===== config.mk =====
export PLATFORM = sky130hd
export DESIGN_NAME = pwm_decoder
export DESIGN_NICKNAME = d
export VERILOG_FILES = /design/src/rtl/pwm_pkg.sv /design/src/rtl/pwm_div.sv /design/src/rtl/pwm_decoder.sv
export SDC_FILE = /design/constraint.sdc
export NUM_CORES = 1
export LEC_CHECK = 0
export CAP_MARGIN = 25
export CORE_ASPECT_RATIO = 2
export CORE_MARGIN = 2
export CORE_UTILIZATION = 61
export DETAILED_ROUTE_END_ITERATION = 10
export PLACE_DENSITY = 0.91
export SLEW_MARGIN = 30
export SYNTH_ARGS = -nofsm -noshare
export SYNTH_HDL_FRONTEND = slang
export SYNTH_SLANG_ARGS = --single-unit

===== constraint.sdc =====
create_clock -name clk -period 4.3 [get_ports clk]
set_clock_uncertainty 0.1 [all_clocks]
set_input_delay 0.86 -clock clk [delete_from_list [all_inputs] [get_ports clk]]
set_output_delay 0.86 -clock clk [all_outputs]
set_load 0.03 [all_outputs]

===== src/rtl/pwm_pkg.sv =====
// -----------------------------------------------------------------------------
// pwm_pkg
// Shared constants and types for the PWM decoder and its divider.
//   DUTY_W     : width of the duty-cycle result (tenths, 0..10)
//   DUTY_FULL  : duty value reported for a 100 % (constantly high) input
//   DIV_STEPS  : quotient bits produced by the divider, one per cycle
//   pwm_state_e: measurement FSM states
// -----------------------------------------------------------------------------
package pwm_pkg;

    localparam int DUTY_W    = 4;
    localparam int DUTY_FULL = 10;
    localparam int DIV_STEPS = 4;

    typedef enum logic [1:0] {
        IDLE    = 2'd0,
        MEASURE = 2'd1,
        STUCK   = 2'd2
    } pwm_state_e;

endpackage


===== src/rtl/pwm_div.sv =====
// -----------------------------------------------------------------------------
// pwm_div
// Restoring divider producing a DUTY_W-bit quotient, one bit per cycle from
// the MSB down. The quotient is known to fit in DUTY_W bits, so only those
// bits are tried.
// Ports:
//   clk      : system clock
//   rst_n    : asynchronous active-low reset, discards a division in flight
//   start    : load dividend/divisor; ignored while busy
//   dividend : numerator, CNT_W+DUTY_W bits
//   divisor  : denominator, CNT_W bits, must be non-zero
//   busy     : high for the DIV_STEPS cycles after start
//   done     : high in the last busy cycle, quotient valid alongside it
//   quotient : result, valid while done is high
// -----------------------------------------------------------------------------
module pwm_div
    import pwm_pkg::*;
#(
    parameter int CNT_W = 16
) (
    input  logic                     clk,
    input  logic                     rst_n,
    input  logic                     start,
    input  logic [CNT_W+DUTY_W-1:0]  dividend,
    input  logic [CNT_W-1:0]         divisor,
    output logic                     busy,
    output logic                     done,
    output logic [DUTY_W-1:0]        quotient
);

    localparam int STEP_W = $clog2(DIV_STEPS);
    localparam int REM_W  = CNT_W + DUTY_W;

    logic [REM_W-1:0]  rem_q;
    logic [CNT_W-1:0]  divisor_q;
    logic [DUTY_W-1:0] quo_q;
    logic [STEP_W-1:0] step_q;
    logic              busy_q;

    logic [REM_W-1:0]  shifted_d;
    logic              fits_d;
    logic [REM_W-1:0]  rem_d;
    logic [DUTY_W-1:0] quo_d;

    // Trial subtraction for the current quotient bit: compare the partial
    // remainder against the divisor weighted by that bit position. The final
    // step's quotient is exposed combinationally so the caller can register
    // it on the same edge the division finishes.
    always_comb begin
        shifted_d = {{DUTY_W{1'b0}}, divisor_q} << step_q;
        fits_d    = (rem_q >= shifted_d);
        rem_d     = fits_d ? (rem_q - shifted_d) : rem_q;
        quo_d     = quo_q;
        if (fits_d) begin
            quo_d = quo_q | (DUTY_W'(1) << step_q);
        end
    end

    // Operand load on start, then one quotient bit per cycle until the last
    // step clears busy.
    always_ff @(posedge clk or negedge rst_n) begin
        if (!rst_n) begin
            rem_q     <= '0;
            divisor_q <= '0;
            quo_q     <= '0;
            step_q    <= '0;
            busy_q    <= 1'b0;
        end else if (busy_q) begin
            rem_q  <= rem_d;
            quo_q  <= quo_d;
            step_q <= step_q - STEP_W'(1);
            if (step_q == '0) begin
                busy_q <= 1'b0;
            end
        end else if (start) begin
            rem_q     <= dividend;
            divisor_q <= divisor;
            quo_q     <= '0;
            step_q    <= STEP_W'(DIV_STEPS - 1);
            busy_q    <= 1'b1;
        end
    end

    assign busy     = busy_q;
    assign done     = busy_q && (step_q == '0);
    assign quotient = quo_d;

endmodule


===== src/rtl/pwm_decoder.sv =====
// -----------------------------------------------------------------------------
// pwm_decoder
// Measures period, high time and duty cycle (in tenths) of an asynchronous
// PWM input, and flags an input that has stopped toggling.
// Ports:
//   clk         : system clock, all state on the rising edge
//   rst_n       : asynchronous active-low reset
//   pwm_in      : PWM signal to measure, asynchronous to clk
//   period      : clk cycles between the last two rising edges of pwm_in
//   high_time   : clk cycles pwm_in was high within that period
//   duty_tenths : floor(high_time*10/period)
//   meas_valid  : one-cycle pulse when the measurement outputs update
//   stuck       : pwm_in has had no rising edge for 2^CNT_W-1 cycles
//   overrun     : sticky, a capture was dropped because the divider was busy
// -----------------------------------------------------------------------------
module pwm_decoder
    import pwm_pkg::*;
#(
    parameter int CNT_W = 16
) (
    input  logic              clk,
    input  logic              rst_n,
    input  logic              pwm_in,
    output logic [CNT_W-1:0]  period,
    output logic [CNT_W-1:0]  high_time,
    output logic [3:0]        duty_tenths,
    output logic              meas_valid,
    output logic              stuck,
    output logic              overrun
);

    localparam logic [CNT_W-1:0]  CNT_MAX  = '1;
    localparam logic [CNT_W-1:0]  CNT_ONE  = CNT_W'(1);
    localparam logic [DUTY_W-1:0] DUTY_TOP = DUTY_W'(DUTY_FULL);

    // Synchronizer and edge detect
    logic sync1_q;
    logic sync2_q;
    logic syncPrev_q;
    logic rise;
    logic syncLevel;

    // Measurement FSM state and counters
    pwm_state_e        state_q;
    logic [CNT_W-1:0]  cnt_q;
    logic [CNT_W-1:0]  hcnt_q;
    logic [CNT_W-1:0]  capPeriod_q;
    logic [CNT_W-1:0]  capHigh_q;

    // Registered outputs
    logic [CNT_W-1:0]  period_q;
    logic [CNT_W-1:0]  highTime_q;
    logic [DUTY_W-1:0] duty_q;
    logic              measValid_q;
    logic              stuck_q;
    logic              overrun_q;

    // Next-count values and divider interface
    logic [CNT_W-1:0]        cntInc_d;
    logic [CNT_W-1:0]        hcntInc_d;
    logic                    reachMax_d;
    logic                    divStart;
    logic                    divBusy;
    logic                    divDone;
    logic [DUTY_W-1:0]       divQuotient;
    logic [CNT_W+DUTY_W-1:0] dividend;

    // Two-flop synchronizer on pwm_in plus one more flop to remember the
    // previous synchronized level for rising-edge detection.
    always_ff @(posedge clk or negedge rst_n) begin
        if (!rst_n) begin
            sync1_q    <= 1'b0;
            sync2_q    <= 1'b0;
            syncPrev_q <= 1'b0;
        end else begin
            sync1_q    <= pwm_in;
            sync2_q    <= sync1_q;
            syncPrev_q <= sync2_q;
        end
    end

    assign syncLevel = sync2_q;
    assign rise      = sync2_q && !syncPrev_q;

    // Saturating counter increments. reachMax_d marks the cycle in which the
    // period counter would hit its ceiling, which is when the input is
    // declared stuck.
    always_comb begin
        cntInc_d  = (cnt_q == CNT_MAX) ? cnt_q : (cnt_q + CNT_ONE);
        hcntInc_d = (hcnt_q == CNT_MAX) ? hcnt_q : (hcnt_q + CNT_W'(syncLevel));
        reachMax_d = (cntInc_d == CNT_MAX);
    end

    // hcnt*10 computed as hcnt*8 + hcnt*2; the extra DUTY_W bits hold the
    // full product without overflow.
    assign dividend = ({{DUTY_W{1'b0}}, hcnt_q} << 3) + ({{DUTY_W{1'b0}}, hcnt_q} << 1);
    assign divStart = (state_q == MEASURE) && rise && !divBusy;

    pwm_div #(
        .CNT_W (CNT_W)
    ) u_div (
        .clk      (clk),
        .rst_n    (rst_n),
        .start    (divStart),
        .dividend (dividend),
        .divisor  (cnt_q),
        .busy     (divBusy),
        .done     (divDone),
        .quotient (divQuotient)
    );

    // Measurement FSM with registered outputs. Divider results land on the
    // outputs when it finishes; entering STUCK is written after that so it
    // takes precedence should both ever coincide.
    always_ff @(posedge clk or negedge rst_n) begin
        if (!rst_n) begin
            state_q     <= IDLE;
            cnt_q       <= '0;
            hcnt_q      <= '0;
            capPeriod_q <= '0;
            capHigh_q   <= '0;
            period_q    <= '0;
            highTime_q  <= '0;
            duty_q      <= '0;
            measValid_q <= 1'b0;
            stuck_q     <= 1'b0;
            overrun_q   <= 1'b0;
        end else begin
            measValid_q <= 1'b0;

            if (divDone) begin
                period_q    <= capPeriod_q;
                highTime_q  <= capHigh_q;
                duty_q      <= divQuotient;
                measValid_q <= 1'b1;
            end

            if (divStart) begin
                capPeriod_q <= cnt_q;
                capHigh_q   <= hcnt_q;
            end

            case (state_q)
                IDLE: begin
                    if (rise) begin
                        cnt_q   <= CNT_ONE;
                        hcnt_q  <= CNT_ONE;
                        state_q <= MEASURE;
                    end else begin
                        cnt_q <= cntInc_d;
                        if (reachMax_d) begin
                            state_q     <= STUCK;
                            stuck_q     <= 1'b1;
                            period_q    <= '0;
                            highTime_q  <= '0;
                            duty_q      <= syncLevel ? DUTY_TOP : '0;
                            measValid_q <= 1'b1;
                        end
                    end
                end

                MEASURE: begin
                    if (rise) begin
                        cnt_q  <= CNT_ONE;
                        hcnt_q <= CNT_ONE;
                        if (divBusy) begin
                            overrun_q <= 1'b1;
                        end
                    end else begin
                        cnt_q  <= cntInc_d;
                        hcnt_q <= hcntInc_d;
                        if (reachMax_d) begin
                            state_q     <= STUCK;
                            stuck_q     <= 1'b1;
                            period_q    <= '0;
                            highTime_q  <= '0;
                            duty_q      <= syncLevel ? DUTY_TOP : '0;
                            measValid_q <= 1'b1;
                        end
                    end
                end

                STUCK: begin
                    if (rise) begin
                        stuck_q <= 1'b0;
                        cnt_q   <= CNT_ONE;
                        hcnt_q  <= CNT_ONE;
                        state_q <= MEASURE;
                    end
                end

                default: begin
                    state_q <= IDLE;
                end
            endcase
        end
    end

    assign period      = period_q;
    assign high_time   = highTime_q;
    assign duty_tenths = duty_q;
    assign meas_valid  = measValid_q;
    assign stuck       = stuck_q;
    assign overrun     = overrun_q;

endmodule


==> flow_metrics.env <==
export IMPL_antennaDiodeCount=0
export IMPL_gp_congestion=1.02
export IMPL_post_cts_buffers=0
export IMPL_power_density_nw_per_um2=684
export IMPL_comb_power_share_pct=47.9
export IMPL_swShare_pct=43.2
export IMPL_ys_ff_latch=135
export IMPL_internal_power_mw=3.60
export IMPL_seq_power_share_pct=28.7
export IMPL_final_common_cell="dfrtp_1"
export IMPL_power_mw=6.33
export IMPL_final_cells=1093
export IMPL_area_growth_pct=13.5
export IMPL_hold_path_class="flop to flop"
export IMPL_die_width_um=85.8
export IMPL_avgSynthCellArea_um2=9.01
export IMPL_yosys_warnings=0
export IMPL_clkTransAtPathRegs_ns=0.07
export IMPL_syn_num_nets=950
export IMPL_p_clk_share_pct=23.4
export IMPL_final_cell_mix="135 x dfrtp_1, 122 x nand2_1, 103 x a21oi_1, 72 x nor2_1, 54 x o21ai_0"
export IMPL_grt_max_degree=88
export IMPL_max_stage_delay_ns=0.67
export IMPL_ios=42
export IMPL_drtIter0Drc=497
export IMPL_placed_cells=1061
export IMPL_insertion_delay_ns=0.43
export IMPL_endpoint_kind="flop"
export IMPL_antenna_found_initial=0
export IMPL_n_fill_cell=880
export IMPL_worstSetupStartpointType="flop"
export IMPL_path_delay_family="compound AO/OA/AOI/OAI gates"
export IMPL_ctsResizeCount=0
export IMPL_path_class="flop to flop"
export IMPL_synth_distinct_cells=72
export IMPL_period_share_pct=89.2
export IMPL_hold_viol_final=0
export IMPL_clock_sinks=135
export IMPL_rows=59
export IMPL_fp_dieH_um=168
export IMPL_worstPathRequired_ns=4.52
export IMPL_final_design_area_no_fill_um2=9260
export IMPL_dieArea_um2=14400
export IMPL_fin_ws_ns=0.466
export IMPL_firstDrtPassIters=5
export IMPL_overflow=0
export IMPL_cp_common_cell="a211oi_1"
export IMPL_drv_cap=0
export IMPL_drive_above_1_share_pct=10.8
export IMPL_crit_chain="buf_4, nor2b_1, a211oi_1, a21oi_1, inv_1, ha_1, nand2_1, or3_1, a211oi_1, or4_1, a31o_2, o2111ai_1, o22a_1"
export IMPL_htreeDepth=4
export IMPL_setup_tns_final_ns=0
export IMPL_worstPathMaxFanout=37
export IMPL_synthArstFlopShare_pct=100
export IMPL_postRouteAntennaNets=0
export IMPL_syn_inst=905
export IMPL_holdBufCountCts=0
export IMPL_grt_use_total_pct=32.6
export IMPL_cts_root_buffer="clkbuf_16"
export IMPL_ys_seq_area_share_pct=41.4
export IMPL_p_sw_mw=2.74
export IMPL_path_buf_inv=2
export IMPL_placed_area_um2=8650
export IMPL_final_nets=973
export IMPL_portBuffers=41
export IMPL_grt_pass1_vias=7288
export IMPL_fin_crit_ns=3.83
export IMPL_wire_per_inst_um=20.7
export IMPL_p_leak_nw=4.09
export IMPL_ctsLongestPathBuffers=2
export IMPL_crit_arrival_ns=4.06
export IMPL_cts_tree="yes"
export IMPL_rsz0062_at_grt="no"
export IMPL_status="finished, final reports clean"
export IMPL_peakVddDrop_mv=0.453
export IMPL_place_ws_ns=0.528
export IMPL_crit_slowest_cell="a31o_2"
export IMPL_tightestPinTransition_ns=1.00
export IMPL_fmax_ghz=0.261
export IMPL_final_seq_area_um2=3380
export IMPL_drc=0
export IMPL_cts_buffers=17
export IMPL_report_final_slew_viol_count=0
export IMPL_relSlewSlack_pct=32.8
export IMPL_synth_ff_type="dfrtp_1"
export IMPL_setup_violations=0
export IMPL_vias=7353
export IMPL_multi_input_comb_area_um2=4460
export IMPL_grt_pass1_wl_um=36300
export IMPL_core_area_um2=13100
export IMPL_wirelength_um=22600
export IMPL_avgViaCountPerCell=6.73
export IMPL_synth_area_um2=8150
export IMPL_dp_hpwl_um=15600
export IMPL_initial_utilization_pct=62.4
export IMPL_synth_edff_count=0
synth_stat cells, drive strengths merged (4+ instances only):
library cell,instances,area share (%)
or4,4,0.37
dfrtp,135,41
a21oi,103,6.3
nor2b,13,1.0
nor4,4,0.46
nand2,122,5.6
a31oi,19,1.5
inv,26,1.2
a211oi,12,1.1
o21a,7,0.64
xor2,10,1.1
o31ai,4,0.37
nand2b,9,0.69
a21o,14,1.3
nor3,21,1.3
a21boi,4,0.37
clkbuf,32,1.5
o31a,4,0.43
nor2,75,3.6
buf,19,1.2
mux2,37,5.1
nand4,14,1.3
o21ai,55,3.4
or3,7,0.54
xnor2,14,1.5
and2,5,0.38
mux2i,11,1.4
and3,8,0.61
ha,40,6.1
nand3,20,1.2
state kept, by name, indices dropped and copies added, names as in the netlist:
name	count
u_div.rem_q	20
capHigh_q	16
capPeriod_q	16
cnt_q	16
hcnt_q	16
high_time	16
period	16
duty_tenths	4
u_div.quo_q	4
state_q	2
u_div.step_q	2
meas_valid	1
overrun	1
stuck	1
sync1_q	1
sync2_q	1
syncPrev_q	1
u_div.busy	1
logic make-up (layout without fill, tap and decap cells):
| logic type | count (synthesis) | count (layout) | synth area share [%] |
|---|---|---|---|
| AO/OA/AOI/OAI | 260 | 260 | 19.6 |
| XOR/XNOR | 24 | 24 | 2.58 |
| adder cells (fa/ha/maj) | 42 | 42 | 6.63 |
| buffers and inverters | 77 | 113 | 3.93 |
| flip-flops | 135 | 135 | 41.4 |
| multiplexers | 51 | 51 | 7.29 |
| AND/OR/NAND/NOR | 316 | 316 | 18.5 |
area by class of cell:
class / count / area share, %
multi-input cells: 693 / 48.1
clock inverters: 15 / 1.95
well taps: 152 / 2.05
inverters: 26 / 1.05
repair buffers: 55 / 5.72
flip-flops and latches: 135 / 36.5
clock buffers: 17 / 4.59
stage by stage:
| step | hold WS, ns | utilization (%) |
|---|---|---|
| after floorplan | 0.231 | - |
| after global placement | 0.237 | 66.2 |
| after detailed placement | 0.247 | 66.2 |
| after CTS | 0.258 | 70.9 |
| after global routing | 0.259 | 70.9 |
| final | 0.259 | 70.9 |
layer usage:
metal  global-route usage (%)  vias up  part of all wire (%)  wire length (um)
met5                        0        -                     0                 0
met1                     35.4     3588                    35              8010
met2                     56.3      345                    52             11800
met4                     22.2        0                   7.2              1630
met3                     5.82      112                   5.3              1200
li1                         -     3308                     -                 -
final timing paths:
check	start	endpoint	slack [ns]	cells after the start
setup / recovery	u_div.step_q[0]$_DFFE_PN0P_	u_div.rem_q[15]$_DFFE_PN0P_	0.47	13
hold / removal	sync1_q$_DFF_PN0_	sync2_q$_DFF_PN0_	0.26	0
setup reg to reg	u_div.step_q[0]$_DFFE_PN0P_	u_div.rem_q[15]$_DFFE_PN0P_	0.47	13
hold reg to reg	sync1_q$_DFF_PN0_	sync2_q$_DFF_PN0_	0.26	0
max in group asynchronous	rst_n	u_div.rem_q[12]$_DFFE_PN0P_	2.84	2
min in group asynchronous	rst_n	capPeriod_q[7]$_DFFE_PN0P_	0.38	1
power by group through the flow:
stage / combinational (mW) / sequential, mW / clock [mW]
after floorplan: 2.19 / 1.81 / 0
after global placement: 2.89 / 1.81 / 0
after detailed placement: 2.96 / 1.81 / 0
after CTS: 3.00 / 1.80 / 1.49
after global routing: 3.33 / 1.83 / 1.55
final: 3.03 / 1.82 / 1.48
Note: power is estimated with default switching activity, not from simulation.
